[config.mk]
export PLATFORM = sky130hd
export DESIGN_NAME = axi_sram_slave
export DESIGN_NICKNAME = d
export VERILOG_FILES = /design/src/rtl/axi_sram_slave.sv
export SDC_FILE = /design/constraint.sdc
export NUM_CORES = 1
export LEC_CHECK = 0
export CORE_ASPECT_RATIO = 0.75
export CORE_MARGIN = 10
export CORE_UTILIZATION = 39
export DETAILED_ROUTE_END_ITERATION = 10
export GPL_TIMING_DRIVEN = 0
export HOLD_SLACK_MARGIN = 0.05
export PLACE_DENSITY_LB_ADDON = 0.25
export REMOVE_ABC_BUFFERS = 1
export SLEW_MARGIN = 10
export SYNTH_ARGS = -nofsm -noshare
export SYNTH_HDL_FRONTEND = slang
export SYNTH_SLANG_ARGS = --single-unit
[constraint.sdc]
create_clock -name clk -period 3.3 [get_ports clk]
set_clock_uncertainty 0.05 [all_clocks]
set_input_delay 0.33 -clock clk [delete_from_list [all_inputs] [get_ports clk]]
set_output_delay 0.33 -clock clk [all_outputs]
set_load 0.005 [all_outputs]
[src/rtl/axi_sram_slave.sv]
// AXI4 responder serving one read or write burst at a time from a single-port
// synchronous SRAM; AR/AW contention is resolved round-robin.
module axi_sram_slave #(
   parameter int ID_BITS       = 8,
   parameter int ADDR_BITS     = 32,
   parameter int DATA_BITS     = 32,
   parameter int LEN_BITS      = 8,
   parameter int MEM_ADDR_BITS = 14
) (
   input  logic                     clk,
   input  logic                     rst,
   // write address
   input  logic [ID_BITS-1:0]       awid,
   input  logic [ADDR_BITS-1:0]     awaddr,
   input  logic [LEN_BITS-1:0]      awlen,
   input  logic [2:0]               awsize,
   input  logic [1:0]               awburst,
   input  logic                     awvalid,
   output logic                     awready,
   // write data
   input  logic [DATA_BITS-1:0]     wdata,
   input  logic [DATA_BITS/8-1:0]   wstrb,
   input  logic                     wlast,
   input  logic                     wvalid,
   output logic                     wready,
   // write response
   output logic [ID_BITS-1:0]       bid,
   output logic [1:0]               bresp,
   output logic                     bvalid,
   input  logic                     bready,
   // read address
   input  logic [ID_BITS-1:0]       arid,
   input  logic [ADDR_BITS-1:0]     araddr,
   input  logic [LEN_BITS-1:0]      arlen,
   input  logic [2:0]               arsize,
   input  logic [1:0]               arburst,
   input  logic                     arvalid,
   output logic                     arready,
   // read data
   output logic [ID_BITS-1:0]       rid,
   output logic [DATA_BITS-1:0]     rdata,
   output logic [1:0]               rresp,
   output logic                     rlast,
   output logic                     rvalid,
   input  logic                     rready,
   // SRAM macro
   output logic                     sram_cs,
   output logic [DATA_BITS/8-1:0]   sram_we,
   output logic [MEM_ADDR_BITS-1:0] sram_a,
   output logic [DATA_BITS-1:0]     sram_di,
   input  logic [DATA_BITS-1:0]     sram_do
);

   localparam int CNT_BITS = LEN_BITS + 1;
   localparam logic PRIO_READ  = 1'b0;
   localparam logic PRIO_WRITE = 1'b1;
   localparam logic [1:0] BURST_FIXED = 2'b00;

   typedef enum logic [1:0] {IDLE, R_DATA, W_DATA, B_RESP} state_e;

   state_e                 state_q;
   logic                   prio_q;
   logic [ID_BITS-1:0]     id_q;
   logic [ADDR_BITS-1:0]   addr_q;
   logic [LEN_BITS-1:0]    len_q;
   logic [1:0]             burst_q;
   logic [CNT_BITS-1:0]    beat_q;
   logic                   rvalid_q;
   logic                   rfresh_q;
   logic                   rlast_q;
   logic [DATA_BITS-1:0]   rhold_q;
   logic                   bvalid_q;

   logic                   ar_hs;
   logic                   aw_hs;
   logic                   r_hs;
   logic                   rd_issue;
   logic                   wr_beat;
   logic                   last_beat;
   logic                   beats_left;
   logic [ADDR_BITS-1:0]   addr_d;
   logic                   unused_ok;

   assign unused_ok = ^{awsize, arsize, wlast};

   assign arready = (state_q == IDLE) && arvalid && (!awvalid || prio_q == PRIO_READ);
   assign awready = (state_q == IDLE) && awvalid && (!arvalid || prio_q == PRIO_WRITE);
   assign ar_hs   = arvalid && arready;
   assign aw_hs   = awvalid && awready;

   assign last_beat  = (beat_q == {1'b0, len_q});
   assign beats_left = (beat_q <= {1'b0, len_q});
   assign addr_d     = (burst_q == BURST_FIXED) ? addr_q : addr_q + ADDR_BITS'(4);

   // A read may issue only when the output slot is empty or draining this cycle.
   assign rd_issue = (state_q == R_DATA) && beats_left && (!rvalid_q || rready);
   assign r_hs     = rvalid_q && rready;
   assign wready   = (state_q == W_DATA);
   assign wr_beat  = wvalid && wready;

   always_comb begin
      sram_cs = rd_issue || wr_beat;
      sram_we = wr_beat ? wstrb : '0;
      sram_a  = addr_q[MEM_ADDR_BITS+1:2];
      sram_di = wdata;
   end

   // Freshly read data comes straight from the macro; it is parked in rhold_q
   // if the master stalls, so the macro output need not stay stable.
   assign rdata  = rfresh_q ? sram_do : rhold_q;
   assign rvalid = rvalid_q;
   assign rlast  = rlast_q;
   assign rid    = id_q;
   assign rresp  = 2'b00;
   assign bvalid = bvalid_q;
   assign bid    = id_q;
   assign bresp  = 2'b00;

   always_ff @(posedge clk or posedge rst) begin
      if (rst) begin
         state_q  <= IDLE;
         prio_q   <= PRIO_READ;
         id_q     <= '0;
         addr_q   <= '0;
         len_q    <= '0;
         burst_q  <= '0;
         beat_q   <= '0;
         rvalid_q <= 1'b0;
         rfresh_q <= 1'b0;
         rlast_q  <= 1'b0;
         rhold_q  <= '0;
         bvalid_q <= 1'b0;
      end else begin
         case (state_q)
            IDLE: begin
               if (ar_hs) begin
                  id_q    <= arid;
                  addr_q  <= araddr;
                  len_q   <= arlen;
                  burst_q <= arburst;
                  beat_q  <= '0;
                  prio_q  <= PRIO_WRITE;
                  state_q <= R_DATA;
               end else if (aw_hs) begin
                  id_q    <= awid;
                  addr_q  <= awaddr;
                  len_q   <= awlen;
                  burst_q <= awburst;
                  beat_q  <= '0;
                  prio_q  <= PRIO_READ;
                  state_q <= W_DATA;
               end
            end
            R_DATA: begin
               if (rd_issue) begin
                  rvalid_q <= 1'b1;
                  rfresh_q <= 1'b1;
                  rlast_q  <= last_beat;
                  beat_q   <= beat_q + CNT_BITS'(1);
                  addr_q   <= addr_d;
               end else if (r_hs) begin
                  rvalid_q <= 1'b0;
                  rfresh_q <= 1'b0;
                  rlast_q  <= 1'b0;
                  if (rlast_q) state_q <= IDLE;
               end else if (rfresh_q) begin
                  rhold_q  <= sram_do;
                  rfresh_q <= 1'b0;
               end
            end
            W_DATA: begin
               if (wr_beat) begin
                  beat_q <= beat_q + CNT_BITS'(1);
                  addr_q <= addr_d;
                  if (last_beat) begin
                     bvalid_q <= 1'b1;
                     state_q  <= B_RESP;
                  end
               end
            end
            B_RESP: begin
               if (bready) begin
                  bvalid_q <= 1'b0;
                  state_q  <= IDLE;
               end
            end
            default: state_q <= IDLE;
         endcase
      end
   end

endmodule

==> results.py <==
metrics = {
    "power": {
        "cellLeakagePower_nw": 3.07,
        "p_total_mw": 6.56,
        "power_density_nw_per_um2": 916,
        "max-vdd-ir-drop_mv": 0.464,
    },
    "timing": {
        "max_freq_ghz": 0.313,
        "worstMarginPinSlew_ps": 867,
        "timing.hold.ws_ps": 309,
        "setup_tns_ps": 0,
        "fin_crit_ps": 3190,
        "maxSlewViolCount": 0,
        "period_share_pct": 96.8,
        "finalHoldViolCount": 0,
        "maxSlewHeadroom_pct": 42.2,
        "finalSetupViolCount": 0,
    },
    "clock_network": {
        "clk_pin_slew_ps": 60,
        "clock_sinks": 80,
        "htreeDepth": 3,
        "tritoncts": "yes",
        "root_buffer": "clkbuf_16",
        "cts_buffers": 9,
        "cts.path.max_buffers": 2,
        "cts_hold_buffers": 0,
        "clk-insertion-delay-late_ps": 340,
    },
    "flow_run": {
        "maxCapViolCount": 0,
    },
    "yosys": {
        "synth_warnings": 0,
        "synthTopCellsByCount": "80 x dfrtp_1, 59 x nand2_1, 44 x buf_4, 41 x o21ai_0, 36 x mux2_2",
        "synth_top_area_share_pct": 38.8,
        "synth_cell_types": 55,
        "synth.most_common_cell": "dfrtp_1",
        "synth_area_leader_cell": "dfrtp_1",
        "synth-edff-count": 0,
        "syn_inst": 503,
        "ys_seq_elements": 80,
        "syn-cell-area_sq_um": 5160,
        "yosysSeqAreaShare_pct": 38.8,
        "synth_top_cells_by_area": "dfrtp_1 39%, mux2_4 8.7%, mux2_2 7.9%",
        "synthArstFlopShare_pct": 100,
        "ys.flop_type": "dfrtp_1",
        "syn_avg_cell_area_sq_um": 10.3,
    },
    "global_route": {
        "grt_overflow": 0,
        "antenna_found_initial": 0,
        "grt_pass1_wl_um": 25500,
        "grt_usage_pct": 17.0,
        "grt_max_degree": 48,
        "first_global_vias": 4539,
    },
    "die": {
        "rows": 36,
        "core-area_sq_um": 13000,
        "ioPinCount": 291,
        "die_x_um": 153,
        "die_y_um": 120,
        "die_area_sq_um": 18300,
        "start_util_pct": 39.8,
    },
    "finish": {
        "synthToLayoutAreaGrowth_pct": 38.8,
        "layout.nets": 829,
        "utilization_pct": 55.2,
        "n_antenna_cell": 0,
        "drive_gt1_share_pct": 17.0,
    },
    "critical_path": {
        "reg2reg_slack_ps": 190,
        "startpoint": "beat_q[7]$_DFFE_PP0P_",
        "cp_max_fo": 9,
        "start_kind": "flop",
        "worst_ep_arrival_time_ps": 2810,
        "reg2reg_from": "state_q[0]$_DFFE_PP0P_",
        "critical_path_class": "reg2out",
        "endpoint_kind": "output port",
        "required_ps": 2920,
    },
    "route": {
        "first_iter_violations": 201,
        "ant_nets": 0,
        "via_count": 4251,
        "drc": 0,
        "wl_per_cell_um": 19.9,
        "first_pass_iters": 4,
        "viasPerCell": 5.26,
        "wl_um": 16000,
    },
    "outcome": {
        "run_status": "completed",
    },
    "place": {
        "gp_congestion": 0.773,
        "port_buffers": 179,
        "dpl.hpwl_um": 12100,
    },
    "min_path": {
        "hp-class": "in2async",
    },
}
-- state kept, by name, indices dropped and copies added (netlist names) --
name	cells
rhold_q	32
addr_q	14
beat_q	9
bid	8
len_q	8
burst_q	2
state_q	2
bvalid	1
prio_q	1
rfresh_q	1
rlast	1
rvalid	1
-- worst paths after layout --
path                                           to  cells after the start
setup / recovery                          sram_cs                      7
hold / removal                 bid[1]$_DFFE_PP0P_                      2
setup reg to reg           addr_q[12]$_DFFE_PP0P_                      8
hold reg to reg              len_q[3]$_DFFE_PP0P_                      2
max in group asynchronous    rfresh_q$_DFFE_PP0P_                      3
min in group clk             len_q[3]$_DFFE_PP0P_                      2
-- cell families after synthesis --
logic type	synth area share, %
AOI/OAI and AO/OA	12.9
adders and majority gates	3.64
buffers and inverters	10.3
DFF	38.8
muxes	22.0
other	0.0727
and+or+nand+nor	12.3
-- worst max-delay path: stages, from the launching register on --
cell and delay [ps]:
dfrtp_1 420, ha_1 360, and4b_4 260, a2111oi_4 390
a211oi_4 120, or2_2 350, nand2_1 70, clkdlybuf4s50_1 500
-- cell usage in the layout (no fill, tap or decap), drive strengths merged, types with 3 or more instances in the layout --
master         synthesis  layout
nand2                 59      59
ha                    15      15
o21ai                 44      44
and3                  14      14
dfrtp                 80      80
clkinv                 1       3
mux2                  66      66
nand4                  9       9
a21oi                 15      15
nor3                   3       3
mux2i                 28      28
a211oi                 3       3
clkdlybuf4s50          0     179
buf                   54       4
inv                   19      19
o221a                  4       4
o22ai                  4       4
clkbuf                14      10
nand2b                 4       4
o2bb2ai                6       6
nand3                 17      17
or3                    4       4
o31ai                  4       4
nor2                   7       7
conb                   1       4
and4                   3       3
-- per-layer routing --
layer	vias to the layer above	global-route usage [%]	share of wire, %
met4	0	2.85	0.68
met1	2047	22.0	45
met2	178	24.6	43
met5	-	1.32	0
met3	9	9.17	11
li1	2017	-	-
-- per-stage QoR --
stage	std cells	cell area [sq um]	setup slack, ps
after floorplan	438	4710	231
after global routing	808	7160	-8.78
after detailed placement	792	6810	-109
final	808	7160	106
after global placement	788	6720	-680
after CTS	808	7140	49.0
-- cell type report --
type / instances / area [sq um]
inverter: 20 / 86.3
sequential: 80 / 2000
clock buffer: 10 / 229
multi-input combinational: 338 / 2680
tap: 171 / 214
fill: 1142 / 5810
timing repair buffer: 183 / 1850
clock inverter: 6 / 93.8
-- report_power, final --
part / switching, mW / internal, mW / leakage, nW
Combinational: 1.60 / 2.03 / 1.92
Sequential: 0.420 / 1.43 / 1.00
Clock: 0.417 / 0.667 / 0.153
-- repair_timing --
item	in CTS	in global routing
buffers inserted	0	0
pin swaps	0	0
resized for setup	2	4
hold endpoints to repair	0	0
setup endpoints to repair	15	5
(Power assumes the default switching activity.)
